File: src/rtl/dma_src_reader.sv
// dma_src_reader: issues one AXI4 INCR read burst per descriptor and
// streams returned beats into the read-data FIFO, flagging resp/framing errors.
//
// Ports:
//   clk, reset (async, active-high)
//   go, src_addr, length          descriptor in (sampled only when idle)
//   reset_dispatcher              clears the ERROR state
//   rd_fsm_done, rd_fsm_error     completion status to the dispatcher/CSR
//   resp_err, last_err            sticky per-burst error flags
//   beat_count                    beats accepted in the current/last burst
//   busy                          block is not idle
//   ar*/r*                        AXI4 read address and read data channels
//   fifo_wr_en, fifo_wr_data, fifo_full   read-data FIFO write side
module dma_src_reader #(
    parameter int DATA_W = 512,
    parameter int ADDR_W = 64,
    parameter int LEN_W  = 8
) (
    input  logic              clk,
    input  logic              reset,
    input  logic              go,
    input  logic [ADDR_W-1:0] src_addr,
    input  logic [LEN_W-1:0]  length,
    input  logic              reset_dispatcher,
    output logic              rd_fsm_done,
    output logic              rd_fsm_error,
    output logic              resp_err,
    output logic              last_err,
    output logic [LEN_W:0]    beat_count,
    output logic              busy,
    output logic              arvalid,
    input  logic              arready,
    output logic [ADDR_W-1:0] araddr,
    output logic [LEN_W-1:0]  arlen,
    output logic [2:0]        arsize,
    output logic [1:0]        arburst,
    input  logic              rvalid,
    output logic              rready,
    input  logic [DATA_W-1:0] rdata,
    input  logic [1:0]        rresp,
    input  logic              rlast,
    output logic              fifo_wr_en,
    output logic [DATA_W-1:0] fifo_wr_data,
    input  logic              fifo_full
);

    localparam logic [2:0] ARSIZE_C = 3'($clog2(DATA_W / 8));

    typedef enum logic [4:0] {
        S_IDLE = 5'b00001,
        S_ADDR = 5'b00010,
        S_DATA = 5'b00100,
        S_DONE = 5'b01000,
        S_ERR  = 5'b10000
    } state_t;

    state_t state;
    state_t state_nxt;

    logic accept;
    logic idx_last;
    logic early_last;
    logic miss_last;
    logic beat_err;
    logic burst_end;

    assign rready     = (state == S_DATA) && !fifo_full;
    assign accept     = rvalid && rready;
    assign idx_last   = (beat_count == {1'b0, arlen});
    assign early_last = rlast && !idx_last;
    assign miss_last  = !rlast && idx_last;
    assign beat_err   = rresp[1] | early_last | miss_last;
    // The burst stops on rlast or on the beat arlen promised, whichever first.
    assign burst_end  = accept && (rlast || idx_last);

    // The offending beat itself is dropped along with everything after it.
    assign fifo_wr_en   = accept && !resp_err && !last_err && !beat_err;
    assign fifo_wr_data = rdata;

    assign arvalid      = (state == S_ADDR);
    assign arsize       = ARSIZE_C;
    assign arburst      = 2'b01;
    assign rd_fsm_done  = (state == S_DONE);
    assign rd_fsm_error = (state == S_ERR);
    assign busy         = (state != S_IDLE);

    always_ff @(posedge clk or posedge reset) begin
        if (reset) begin
            state      <= S_IDLE;
            araddr     <= '0;
            arlen      <= '0;
            beat_count <= '0;
            resp_err   <= 1'b0;
            last_err   <= 1'b0;
        end else begin
            state <= state_nxt;
            if (state == S_IDLE && go) begin
                araddr     <= src_addr;
                arlen      <= length;
                beat_count <= '0;
                resp_err   <= 1'b0;
                last_err   <= 1'b0;
            end
            if (accept) begin
                beat_count <= beat_count + 1'b1;
                if (rresp[1]) begin
                    resp_err <= 1'b1;
                end
                if (early_last || miss_last) begin
                    last_err <= 1'b1;
                end
            end
        end
    end

    always_comb begin
        state_nxt = state;
        case (state)
            S_IDLE: begin
                if (go) begin
                    state_nxt = S_ADDR;
                end
            end
            S_ADDR: begin
                if (arready) begin
                    state_nxt = S_DATA;
                end
            end
            S_DATA: begin
                if (burst_end) begin
                    if (resp_err || last_err || beat_err) begin
                        state_nxt = S_ERR;
                    end else begin
                        state_nxt = S_DONE;
                    end
                end
            end
            S_DONE: begin
                state_nxt = S_IDLE;
            end
            S_ERR: begin
                if (reset_dispatcher) begin
                    state_nxt = S_IDLE;
                end
            end
            default: begin
                state_nxt = S_IDLE;
            end
        endcase
    end

endmodule
File: config.mk
export PLATFORM = sky130hd
export DESIGN_NAME = dma_src_reader
export DESIGN_NICKNAME = d
export VERILOG_FILES = /design/src/rtl/dma_src_reader.sv
export SDC_FILE = /design/constraint.sdc
export NUM_CORES = 1
export LEC_CHECK = 0
export BUFFER_PORTS_ARGS = -buffer_cell sky130_fd_sc_hd__buf_2
export CORE_AREA = 2 2 466 468
export DETAILED_ROUTE_END_ITERATION = 12
export DIE_AREA = 0 0 468 470
export SLEW_MARGIN = 20
export SYNTH_ARGS = -nofsm -noshare
export SYNTH_HDL_FRONTEND = slang
export SYNTH_SLANG_ARGS = --single-unit
File: constraint.sdc
create_clock -name clk -period 3.4 [get_ports clk]
set_input_delay 0.51 -clock clk [delete_from_list [all_inputs] [get_ports clk]]
set_output_delay 0.51 -clock clk [all_outputs]
set_load 0.005 [all_outputs]
# Word level (Yosys, flattened, before mapping)
# Index checks and enable logic that the tools add are counted.
# word_totals
output_inout_bits	606
wordCells	55
inputBits	594
register_bits	88
# op_classes
n_eq_ne	11
n_reduce_logical	21
mux	14
bitwise	2
add_sub_neg	1
# ops
cell	n
5-bit 2-to-1 mux	5
5-bit case mux with 4 select lines	1
9-bit 2-to-1 mux	2
9-bit by 1-bit adder with 9-bit output (second input constant)	1
9-bit by 8-bit equality test with 1-bit output	1
1-bit logical AND	9
1-bit logical NOT	6
1-bit 2-to-1 mux	6
2-bit != test (second input constant)	3
5-bit by 1-bit equality test with 1-bit output (second input constant)	1
5-bit by 2-bit equality test with 1-bit output (second input constant)	1
5-bit by 3-bit equality test with 1-bit output (second input constant)	1
5-bit by 4-bit equality test with 1-bit output (second input constant)	1
5-bit equality test (second input constant)	1
5-bit by 1-bit != test with 1-bit output (second input constant)	1
1-bit logical OR	4
4-bit AND reduction	1
2-bit by 1-bit != test with 1-bit output (second input constant)	1
1-bit OR	2
2-bit nonzero test	1

# Depth between registers and ports, before layout
# Gate-level depths: netlist (run 1).
# logic_depth
ltp_word	9
depth_mapped	9
mapped_depth_nobuf	9

# Worst setup path before layout (run 1)
# No wires, ideal clock.
# synth_timing
path_kind	reg-to-output
startpoint	register beat_count[4]
endpoint	output fifo_wr_en
path_slack_ns	1.384
path_stages_with_launch	8
arrival_ns	1.506
path_buffers	0
t_required_ns	2.890
path_cell_list	dfrtp_1 -> xor2_1 -> nor4_1 -> nand3_1 -> ha_1 -> nor3_1 -> nand2_1 -> nor2_1
# synth_between
elab_chain_cells	7
word_cells_on_any_way	8
classes_between	eq/ne (1); bitwise (2); reduce/logical (5)
# synth_rtl
element	line	rtl
from (decl)	29	output logic [LEN_W:0] beat_count,
from (signal assigned)	105	beat_count <= beat_count + 1'b1;
9-bit by 8-bit equality test with 1-bit output (*)	69	assign idx_last = (beat_count == {1'b0, arlen});
1-bit logical NOT	70	assign early_last = rlast && !idx_last;
1-bit logical AND	70	
1-bit OR	72	assign beat_err = rresp[1] | early_last | miss_last;
1-bit OR (*)	72	
1-bit logical NOT (*)	77	assign fifo_wr_en = accept && !resp_err && !last_err && !beat_err;
1-bit logical AND (*)	77	
to (decl)	42	output logic fifo_wr_en,
# Every way passes the cells marked *; elsewhere a longest branch is shown, timed or not.

# Final worst setup path (run 1)
# Same ends and word-level chain as after synthesis.

==> Implementation_results.wiki, run 1 <==
{| class="wikitable"
! Metric !! Value
|-
| Outcome || finished clean
|-
| Startpoint of the most critical setup path || beat_count[4]
|-
| Number of global-route vias before repair || 4127
|-
| Commonest non-fill, non-tap cells in the layout || 169 x buf_2, 87 x dfrtp_1, 61 x mux2_2, 12 x nand2_1
|-
| Worst R2R End || state[4]
|-
| Number of buffers created by CTS || 9
|-
| Nature of the critical path startpoint || flop
|-
| Static leakage || approximately 2.6 nW
|-
| Pin count of the biggest net entering global routing || 62
|-
| Worst voltage drop across the vdd grid || 0.248 mV
|-
| Total power per unit cell area || between 600 and 700 nW/µm²
|-
| Cells along the critical path || xor2_1, nor4_1, nand3_1, ha_1, nor3_1, nand2_1, nor2_1, buf_2
|-
| ANT nets after route || 0
|-
| Number of core rows || 171
|-
| Area inside the core boundary || ~220000 µm²
|-
| Port-buffer cells || 169
|-
| Highest-delay cell along the critical path || dfrtp_1
|-
| Total I/O pin count || 1200
|-
| Cell area after synthesis || 7640 µm²
|-
| Synth Register Bits || 88
|-
| Initial antenna violation count || ~70
|-
| Type of element capturing the critical path || output port
|-
| Total number of nets in the final design || 1038
|-
| Die span in x || 468 µm
|-
| Netlist cell types || 39
|-
| DRC violation count after routing || 0
|-
| Yosys synthesis warning count || 0
|-
| Portion of synthesized cell area occupied by the leading cell type || around 50%
|-
| Slew @ Worst Pin || 1020 ps
|-
| Path class of the lowest-slack min-delay path || primary input to asynchronous set/reset pin
|-
| Number of failing setup endpoints in the final timing report || 0
|-
| Unrepaired setup endpoints after global routing || no
|-
| Most common cell after layout, fill and taps aside || buf_2
|-
| Largest fanout on the critical path || 6
|-
| Register-to-Register Setup Slack || 1000 ps
|-
| Data required time of the critical path || 2890 ps
|-
| Buffers inserted by post-CTS timing repair || 0
|-
| Library cell used as clock root buffer || clkbuf_16
|-
| Average footprint of a synthesized cell || roughly 9.8 µm²
|-
| Accumulated negative setup slack || 0 ps
|-
| Area added between synthesis and finish || 11.0%
|-
| Prevailing post-synth register cell || dfrtp_1
|-
| Detailed Routing Iterations Pass 1 || 6
|-
| Rel. slew slack || 32.2%
|-
| Max stage delay on crit path || 460 ps
|-
| Fraction of power spent switching nets || a little over two fifths
|-
| Max-capacitance violation count || 0
|-
| Overall die height || 470 µm
|-
| Number of cells on the worst reg-to-reg path || 8
|-
| Termination of the worst setup path || fifo_wr_en
|-
| Internal power || slightly above 3 mW
|-
| DR iter-0 viols || slightly above 200
|-
| EDFF count, synth || 0
|-
| Number of filler cells placed in the layout || about 26000
|-
| Count of instances resized after the clock tree is built || 0
|-
| Largest area contributor in the synthesized netlist || buf_4
|-
| Share of flip-flops with an asynchronous set or reset || 100%
|-
| Total global routing track utilization || between 10% and 20%
|-
| Wire length of the first global-routing pass || roughly 160000 µm
|-
| Total count of max-transition violations in the final report || 0
|-
| Data arrival time at the worst-slack endpoint || 2660 ps
|-
| Post-Synthesis Cells || just under 800
|-
| Most area-consuming cells after synthesis || buf_4 51%, dfrtp_1 28%, mux2_2 9.0%
|-
| Total number of vias || 4417
|-
| Sinks on Clock Net || between 80 and 90
|-
| Post-detailed-route wirelength per cell || 46.1 µm
|-
| H-Tree Depth || 3
|-
| TritonCTS clock tree || done
|-
| Post-Route Hold Slack || around 310 ps
|-
| Part of the power in combinational logic || a little under half
|-
| Achievable Freq || ~320 MHz
|-
| Worst-skew pair later-pin latency || about 400 ps
|-
| Clock-pin transition on the worst setup and hold timing paths || roughly 80 ps
|-
| Final GP Congestion || about 0.77
|-
| Avg Vias per Cell || between 1 and 1.5
|-
| Estimated wirelength of the detail-placed design || ~150000 µm
|-
| Final Hold Violating Endpoints || 0
|-
| Switching pwr || approximately 2.4 mW
|-
| Worst R2R Start || beat_count[4]
|-
| Wirelength, routed || approximately 150000 µm
|-
| Clock share of power || approximately 21%
|-
| Seq/Total Area, Yosys || 28.8%
|-
| Deepest clock path buffer count || 2
|-
| Hold buffer count at cts || 0
|-
| Setup Skew || approximately 11 ps
|-
| Remaining Overflow, GRT || 0
|-
| Die ar. || 220000 µm²
|-
| Post-route fraction of the period consumed by the critical path || 93.2%
|-
| Seq pwr share || about a third
|-
| Worst Path Class, Setup || flop to output port
|-
| Initial cell density of the core || under 10%
|-
| Overall Power || about 5.4 mW
|-
| Time the worst path needs with I/O delays and setup || ~3200 ps
|-
| Share of final-layout standard cells stronger than drive strength 1 || between 60% and 70%
|}
worst min path at each step:
stage / start / endpoint / slack, ps / cells after the start
3_3_place_gp: araddr[2] / araddr[2] / 490 / 1
4_1_cts: src_addr[49] / araddr[49] / 290 / 2
5_1_grt: src_addr[49] / araddr[49] / 310 / 2
3_5_place_dp: araddr[61] / araddr[61] / 490 / 1
6_report: reset / araddr[50] / 310 / 2
2_1_floorplan: beat_count[8] / beat_count[8] / 490 / 1
cells in the mapped netlist (2+ instances only):
cell / instances
nor3_1: 3
nor2_1: 11
xor2_1: 9
ha_1: 4
inv_1: 5
nor3b_1: 3
buf_2: 3
conb_1: 2
buf_6: 8
o21a_1: 2
mux2i_1: 3
nand4_1: 2
a22o_1: 2
mux2_2: 61
buf_4: 517
nand2_1: 12
a21oi_1: 3
o21ai_0: 5
mux2_4: 11
dfrtp_1: 87
nand3_1: 8
o22ai_1: 2
through the flow:
| step | util [%] | setup slack (ps) | instances | cell area, µm² |
|---|---|---|---|---|
| floorplan | - | 613 | 783 | 7650 |
| global placement | 3.77 | 448 | 3283 | 8140 |
| detailed placement | 3.77 | 462 | 3283 | 8140 |
| CTS | 3.91 | 0.456 | 3299 | 8440 |
| global route | 3.92 | 21.4 | 3304 | 8450 |
| finish | 3.93 | 231 | 3317 | 8480 |
flip-flops by register name, summed over array words and instances (netlist names):
register    flops
resp_err        1
state           5
arlen           8
last_err        1
beat_count      9
araddr         64
power groups by stage:
stage | combinational [mW] | clock [mW] | sequential (mW)
2_1_floorplan | 1.46 | 0 | 1.84
3_3_place_gp | 2.61 | 0 | 1.82
3_5_place_dp | 2.64 | 0 | 1.85
4_1_cts | 2.65 | 1.19 | 1.82
5_1_grt | 2.56 | 1.20 | 1.89
6_report | 2.44 | 1.11 | 1.82
per-layer routing:
layer  wire (µm)  up-vias  track usage (%)
met5         593        -            0.285
met4        6230       88             5.11
met3       61600      302             25.9
met2       70900      976             21.9
met1       13700     1725             3.13
li1            -     1326                -
final cells by class:
cell class                      instances  area [µm²]  share of cell area, %
Tap cell                             2854        3570                   42.1
Sequential cell                        88        2200                   26.0
Multi-Input combinational cell        162        1450                   17.1
Timing Repair Buffer                  174         896                   10.6
Clock buffer                            9         225                   2.66
Clock inverter                          7        72.6                  0.856
Antenna cell                           18        45.0                  0.531
Inverter                                5        21.3                  0.251
worst max-delay path: cells and delay by family (launching register included):
family | cells | cell delay, ps
simple gates | 5 | 1070
flops | 1 | 460
fa+ha+maj | 1 | 310
buf+inv | 1 | 230
xor+xnor | 1 | 190
cells by family (layout without fill, tap and decap cells):
logic type | count (synthesis) | in the layout | synth area share, %
and+or+nand+nor | 49 | 49 | 3.63
adders and majority gates | 4 | 4 | 0.655
buffers and inverters | 533 | 195 | 52.4
muxes | 75 | 75 | 11.5
DFF | 88 | 88 | 28.8
xor gates and xnor gates | 9 | 9 | 1.03
other | 2 | 23 | 0.0983
AOI/OAI and AO/OA | 20 | 20 | 1.82
No activity file was read; power rests on OpenSTA's default activity.
==> inputs of run 2 (changes only) <==
==> constraint.sdc (replaced) <==
create_clock -name clk -period 3.4 [get_ports clk]
set_input_delay 0.17 -clock clk [delete_from_list [all_inputs] [get_ports clk]]
set_output_delay 0.17 -clock clk [all_outputs]
set_load 0.005 [all_outputs]
==> run 2 against run 1 <==
  * Sequential share of layout area down 1.6 points
  * Wire length about the same
  * Global-route usage about the same
  * Clock power about the same
  * Count of clock-buffer cells in the layout unchanged
  * Register-to-register slack worse by 90 ps
==> Implementation_results.wiki, run 2 (synthesis results as in run 1) <==
{| class="wikitable"
! Metric !! Value
|-
| Area added between synthesis and finish || 18.4%
|-
| Worst setup slack after placement || 789 ps (+328 ps)
|-
| Overall die height || 470 µm (unchanged)
|-
| Accumulated negative setup slack || 0 ps (unchanged)
|-
| Clock-pin transition on the worst setup and hold timing paths || 90 ps (about the same)
|-
| Avg Vias per Cell || 1.34 (+0.68%)
|-
| Highest-delay cell along the critical path || dfrtp_1
|-
| Number of global-route vias before repair || 4447 (+7.8%)
|-
| Total global routing track utilization || 13.4% (about the same)
|-
| Slew @ Worst Pin || 938 ps (-79.0 ps)
|-
| Hold Startpoint || length[2]
|-
| CP delay by family, top || simple AND/OR/NAND/NOR gates
|-
| Final core utilization || 4.19% (+0.26 points)
|-
| Setup Skew || 13.9 ps (+2.52 ps)
|-
| Initial cell density of the core || 3.54% (unchanged)
|-
| Worst R2R Start || beat_count[4]
|-
| Total power per unit cell area || 601 nW/µm² (-5.2%)
|-
| ANT nets after route || 0 (unchanged)
|-
| Die ar. || 220000 µm² (unchanged)
|-
| Path class of the lowest-slack min-delay path || primary input to flop
|-
| Data arrival time at the worst-slack endpoint || 2740 ps (+80 ps)
|-
| Achievable Freq || 344 MHz (+8.9%)
|-
| Rel. slew slack || 37.4% (+5.3 points)
|-
| Number of core rows || 171 (unchanged)
|-
| Worst Path Class, Setup || flop to output port
|-
| Estimated wirelength of the detail-placed design || 148000 µm (+0.22%)
|-
| Time the worst path needs with I/O delays and setup || 2910 ps (-259 ps)
|-
| Number of filler cells placed in the layout || 25642 (-0.10%)
|-
| Detailed Routing Iterations Pass 1 || 6 (unchanged)
|-
| Area of the multi-input gates || 1450 µm² (unchanged)
|-
| Final Hold Violating Endpoints || 0 (unchanged)
|-
| Max reg flops || 64 (unchanged)
|-
| DR iter-0 viols || 212 (+3.4%)
|-
| Total count of max-transition violations in the final report || 0 (unchanged)
|-
| Library cell used as clock root buffer || clkbuf_16
|-
| Most common cell after layout, fill and taps aside || buf_2
|-
| # placed instances || 3283 (unchanged)
|-
| Buffers inserted by post-CTS timing repair || 0 (unchanged)
|-
| Total number of nets in the final design || 1095 (+5.5%)
|-
| Type of element capturing the critical path || output port
|-
| Initial antenna violation count || 64 (-5.9%)
|-
| Static leakage || 2.81 nW (+8.9%)
|-
| Total number of vias || 4529 (+2.5%)
|-
| Cells along the critical path || xor2_1, nor4_1, nand3_1, ha_1, nor3_1, nand2_1, nor2_1, buf_2
|-
| Max stage delay on crit path || 460 ps (about the same)
|-
| Count of instances resized after the clock tree is built || 0 (unchanged)
|-
| Nature of the critical path startpoint || flop
|-
| Post-Route Hold Slack || 27.4 ps (-283 ps)
|-
| Total I/O pin count || 1200 (unchanged)
|-
| TritonCTS clock tree || done
|-
| Largest fanout on the critical path || 6 (unchanged)
|-
| Wire length of the first global-routing pass || 164000 µm (+0.38%)
|-
| Worst voltage drop across the vdd grid || 0.253 mV (+1.9%)
|-
| Port-buffer cells || 169 (unchanged)
|-
| Pin count of the biggest net entering global routing || 60 (-3.2%)
|-
| Commonest non-fill, non-tap cells in the layout || 169 x buf_2, 87 x dfrtp_1, 61 x mux2_2, 57 x dlygate4sd3_1, 12 x nand2_1
|-
| Wirelength, routed || 153000 µm (about the same)
|-
| Data required time of the critical path || 3230 ps (+340 ps)
|-
| Hold buffer count at cts || 57 (+57)
|-
| Sum of buffers and inverters on the critical path || 1 (unchanged)
|-
| Number of failing setup endpoints in the final timing report || 0 (unchanged)
|-
| Number of buffers created by CTS || 9 (unchanged)
|-
| DRC violation count after routing || 0 (unchanged)
|-
| H-Tree Depth || 3 (unchanged)
|-
| Outcome || finished clean
|-
| Area inside the core boundary || 216000 µm² (unchanged)
|-
| Post-route fraction of the period consumed by the critical path || 85.6% (-7.6 points)
|-
| Area taken by flip-flops and latches || 2200 µm² (unchanged)
|-
| Post-detailed-route wirelength per cell || 45.3 µm (-1.9%)
|-
| Sinks on Clock Net || 88 (unchanged)
|-
| Largest regs || araddr x64, beat_count x9, arlen x8
|-
| Die span in x || 468 µm (unchanged)
|-
| Remaining Overflow, GRT || 0 (unchanged)
|-
| Worst-skew pair later-pin latency || 390 ps (about the same)
|-
| Deepest clock path buffer count || 2 (unchanged)
|-
| Share of final-layout standard cells stronger than drive strength 1 || 53.6% (-6.9 points)
|-
| Final GP Congestion || 0.767 (-0.30%)
|-
| Max-capacitance violation count || 0 (unchanged)
|-
| Post-Layout Cell Count || 3378 (+1.8%)
|-
| PnR worst setup slack || 491 ps (+259 ps)
|-
| Unrepaired setup endpoints after global routing || no
|-
| Register bank with the most flops || araddr
|-
| Startpoint of the most critical setup path || beat_count[4]
|}
## run 2: per-stage QoR
stage,power [mW],area (µm²)
3_5_place_dp,4.50,8130
4_1_cts,5.74,8990
6_report,5.44,9050
3_3_place_gp,4.45,8130
5_1_grt,5.74,9020
2_1_floorplan,3.29,7650
## run 2: cell type report
class                           count  area share (%)
Tap cell                         2854            39.5
Clock buffer                        9            2.49
Inverter                            5           0.235
Antenna cell                       22           0.609
Multi-Input combinational cell    162            16.0
Timing Repair Buffer              231            16.1
Sequential cell                    88            24.4
Clock inverter                      7           0.775
## run 2: layer usage
metal	track usage [%]	part of all wire, %	vias to the layer above
met5	0.856	0.45	-
met4	5.02	4.2	78
met3	24.6	39	313
met2	22.0	46	938
met1	3.82	9.9	1759
li1	-	-	1441
## run 2: power by group
group / switching, mW / internal (mW)
clock: 0.586 / 0.518
combinational: 1.49 / 1.02
sequential: 0.302 / 1.52
## run 2: final timing paths
path                         endpoint  slack [ps]  depth (start not counted)
max in group asynchronous    state[0]        2070                          4
hold reg to reg            araddr[51]         510                          1
setup / recovery           fifo_wr_en         490                          8
hold / removal               arlen[2]          30                          2
min in group asynchronous  araddr[50]         450                          3
setup reg to reg             state[4]         910                          8
## run 2: worst register-to-register path: stages, from the launching register on
cell and delay, ps:
dfrtp_1 460, xor2_1 190, nor4_1 390, nand3_1 410, ha_1 340, nor3_1 130
nand2_1 120, nor3b_1 170, o22a_1 180
==> inputs of run 3 (changes only) <==
==> config.mk (replaced) <==
export PLATFORM = sky130hd
export DESIGN_NAME = dma_src_reader
export DESIGN_NICKNAME = d
export VERILOG_FILES = /design/src/rtl/dma_src_reader.sv
export SDC_FILE = /design/constraint.sdc
export NUM_CORES = 1
export LEC_CHECK = 0
export CAP_MARGIN = 5
export CORE_AREA = 2 2 468 470
export DETAILED_ROUTE_END_ITERATION = 12
export DIE_AREA = 0 0 470 472
export DONT_BUFFER_PORTS = 1
export SLEW_MARGIN = 20
export SYNTH_ARGS = -nofsm -noshare
export SYNTH_HDL_FRONTEND = slang
export SYNTH_SLANG_ARGS = --single-unit
==> run 3 against run 2 <==
  * Count of clock-buffer cells in the layout unchanged
  * Wire length up 1.9%
  * Combinational power down 53%
  * Sequential share of layout area up 2.0 points
  * Sequential cell count unchanged
  * Via count down 11%
  * Core utilization down 0.33 points
  * Maximum frequency up 7.7%
  * Cell count down 4.8%
==> Implementation_results.wiki, run 3 (synthesis results as in run 1) <==
{| class="wikitable"
! Metric !! Value
|-
| Avg Vias per Cell || 1.25 (-6.8%)
|-
| Clock share of power || 22.5% (+2.2 points)
|-
| Cells along the critical path || xor2_1, nor4_1, nand3_1, ha_1, nor3_1, nand2_1, nor2_1
|-
| Number of buffers created by CTS || 9 (unchanged)
|-
| Deepest clock path buffer count || 2 (unchanged)
|-
| Path class of the lowest-slack min-delay path || primary input to flop
|-
| Seq pwr share || 53.1% (+20 points)
|-
| Estimated wirelength of the detail-placed design || 151000 µm (+2.1%)
|-
| Final GP Congestion || 0.746 (-2.8%)
|-
| Clock-pin transition on the worst setup and hold timing paths || 90 ps (about the same)
|-
| Part of the power in combinational logic || 24.5% (-22 points)
|-
| Total power per unit cell area || 582 nW/µm² (-3.3%)
|-
| Area of the multi-input gates || 1450 µm² (unchanged)
|-
| Register bank with the most flops || araddr
|-
| Number of failing setup endpoints in the final timing report || 0 (unchanged)
|-
| Sinks on Clock Net || 88 (unchanged)
|-
| Share of final-layout standard cells stronger than drive strength 1 || 28.6% (-25 points)
|-
| Library cell used as clock root buffer || clkbuf_16
|-
| Most common cell after layout, fill and taps aside || dfrtp_1
|-
| Wirelength, routed || 156000 µm (+1.9%)
|-
| Nature of the critical path startpoint || flop
|-
| Area taken by flip-flops and latches || 2200 µm² (unchanged)
|-
| Static leakage || 2.21 nW (-21%)
|-
| Overall die height || 472 µm (+0.43%)
|-
| Total count of max-transition violations in the final report || 0 (unchanged)
|-
| Post-detailed-route wirelength per cell || 48.5 µm (+7.0%)
|-
| Post-route fraction of the period consumed by the critical path || 79.4% (-6.1 points)
|-
| Rel. slew slack || 36.5% (-0.91 points)
|-
| Commonest non-fill, non-tap cells in the layout || 87 x dfrtp_1, 76 x dlygate4sd3_1, 61 x mux2_2, 12 x nand2_1
|-
| Unrepaired setup endpoints after global routing || no
|-
| Setup Skew || 19.3 ps (+5.38 ps)
|-
| Accumulated negative setup slack || 0 ps (unchanged)
|-
| Area added between synthesis and finish || 9.58%
|-
| Number of global-route vias before repair || 3934 (-12%)
|-
| Die span in x || 470 µm (+0.43%)
|-
| Data arrival time at the worst-slack endpoint || 2530 ps (-210 ps)
|-
| Worst-skew pair later-pin latency || 400 ps (about the same)
|-
| Fraction of power spent switching nets || 42.8% (-0.94 points)
|-
| Pin count of the biggest net entering global routing || 60 (unchanged)
|-
| Worst voltage drop across the vdd grid || 0.378 mV (+49%)
|-
| Wire length of the first global-routing pass || 167000 µm (+1.7%)
|-
| Highest-delay cell along the critical path || dfrtp_1
|-
| Post-Layout Cell Count || 3215 (-4.8%)
|-
| ANT nets after route || 0 (unchanged)
|-
| Detailed Routing Iterations Pass 1 || 4 (-2)
|-
| DRC violation count after routing || 0 (unchanged)
|-
| Final Hold Violating Endpoints || 0 (unchanged)
|-
| Max stage delay on crit path || 510 ps (+50 ps)
|-
| Achievable Freq || 370 MHz (+7.7%)
|-
| # placed instances || 3115 (-5.1%)
|-
| Die ar. || 222000 µm² (+0.85%)
|-
| Design Area, Final || 8380 µm² (-7.4%)
|-
| Count of instances resized after the clock tree is built || 0 (unchanged)
|-
| TritonCTS clock tree || done
|-
| Switching pwr || 2.09 mW (-12%)
|-
| Total I/O pin count || 1200 (unchanged)
|-
| Initial cell density of the core || 3.53% (-0.014 points)
|-
| Total number of nets in the final design || 946 (-14%)
|-
| Largest fanout on the critical path || 6 (unchanged)
|-
| Initial antenna violation count || 43 (-33%)
|-
| Post-Route Hold Slack || 68.2 ps (+40.8 ps)
|-
| Internal power || 2.78 mW (-8.9%)
|-
| Total global routing track utilization || 13.6% (+0.18 points)
|-
| Data required time of the critical path || 3230 ps (about the same)
|-
| Max reg flops || 64 (unchanged)
|-
| Placed inst area || 7300 µm² (-10%)
|-
| Worst Path Class, Setup || flop to output port
|-
| Max-capacitance violation count || 0 (unchanged)
|-
| Time the worst path needs with I/O delays and setup || 2700 ps (-208 ps)
|-
| Area inside the core boundary || 217000 µm² (+0.40%)
|-
| Number of filler cells placed in the layout || 25749 (+0.42%)
|-
| Remaining Overflow, GRT || 0 (unchanged)
|-
| Type of element capturing the critical path || output port
|-
| H-Tree Depth || 3 (unchanged)
|-
| Slew @ Worst Pin || 952 ps (+13.6 ps)
|-
| Number of core rows || 171 (unchanged)
|-
| Outcome || finished clean
|-
| Total number of vias || 4019 (-11%)
|-
| DR iter-0 viols || 156 (-26%)
|-
| Largest regs || araddr x64, beat_count x9, arlen x8
|-
| Port-buffer cells || 0 (-100%)
|}
-- run 3: power groups by stage --
stage	Clock, mW	Combinational [mW]	Sequential [mW]
after floorplan	0	1.46	1.84
after global placement	0	1.09	2.78
after detailed placement	0	1.13	2.79
after CTS	1.17	1.24	2.77
after global routing	1.18	1.31	2.67
final	1.09	1.19	2.58
-- run 3: layout make-up --
cell class / instances / area share [%]
timing repair buffer: 82 / 9.77
tap: 2854 / 42.6
clock buffer: 9 / 2.69
multi-input combinational: 162 / 17.3
sequential: 88 / 26.3
inverter: 5 / 0.254
antenna: 8 / 0.239
clock inverter: 7 / 0.837
-- run 3: worst max-delay path, delay by kind of cell (launching register included) --
family	cells	cell delay, ps
XOR/XNOR	1	220
AND/OR/NAND/NOR	5	1170
adder cells (fa/ha/maj)	1	230
flip-flops	1	510
-- run 3: what timing repair did --
item	in CTS	in global routing
hold buffers	76	0
buffers inserted	0	0
endpoints found under the hold margin	133	0
-- run 3: path summary, 6_finish.rpt --
check,start,end,slack [ps],depth (start not counted)
min reg2reg,beat_count[8],beat_count[8],540,1
min,go,state[4],70,2
max reg2reg,beat_count[4],state[4],1040,8
min in group asynchronous,reset,araddr[0],410,2
max,beat_count[4],fifo_wr_en,700,7
max in group asynchronous,reset,araddr[3],2150,3
-- run 3: layer usage --
| metal | track usage (%) | routed length (µm) | vias up | part of all wire [%] |
|---|---|---|---|---|
| met1 | 2.81 | 12200 | 1433 | 7.8 |
| li1 | - | - | 1120 | - |
| met4 | 4.86 | 5960 | 58 | 3.8 |
| met5 | 0.562 | 468 | - | 0.30 |
| met3 | 26.8 | 64700 | 279 | 42 |
| met2 | 22.3 | 72500 | 1129 | 47 |
-- run 3: per-stage QoR --
stage          power, mW  utilization, %  worst slack (ps)
4_1_cts             5.18            3.86               714
2_1_floorplan       3.29               -               953
5_1_grt             5.16            3.86               548
3_5_place_dp        3.92            3.37              1140
3_3_place_gp        3.87            3.37              1160
6_report            4.87            3.87               699
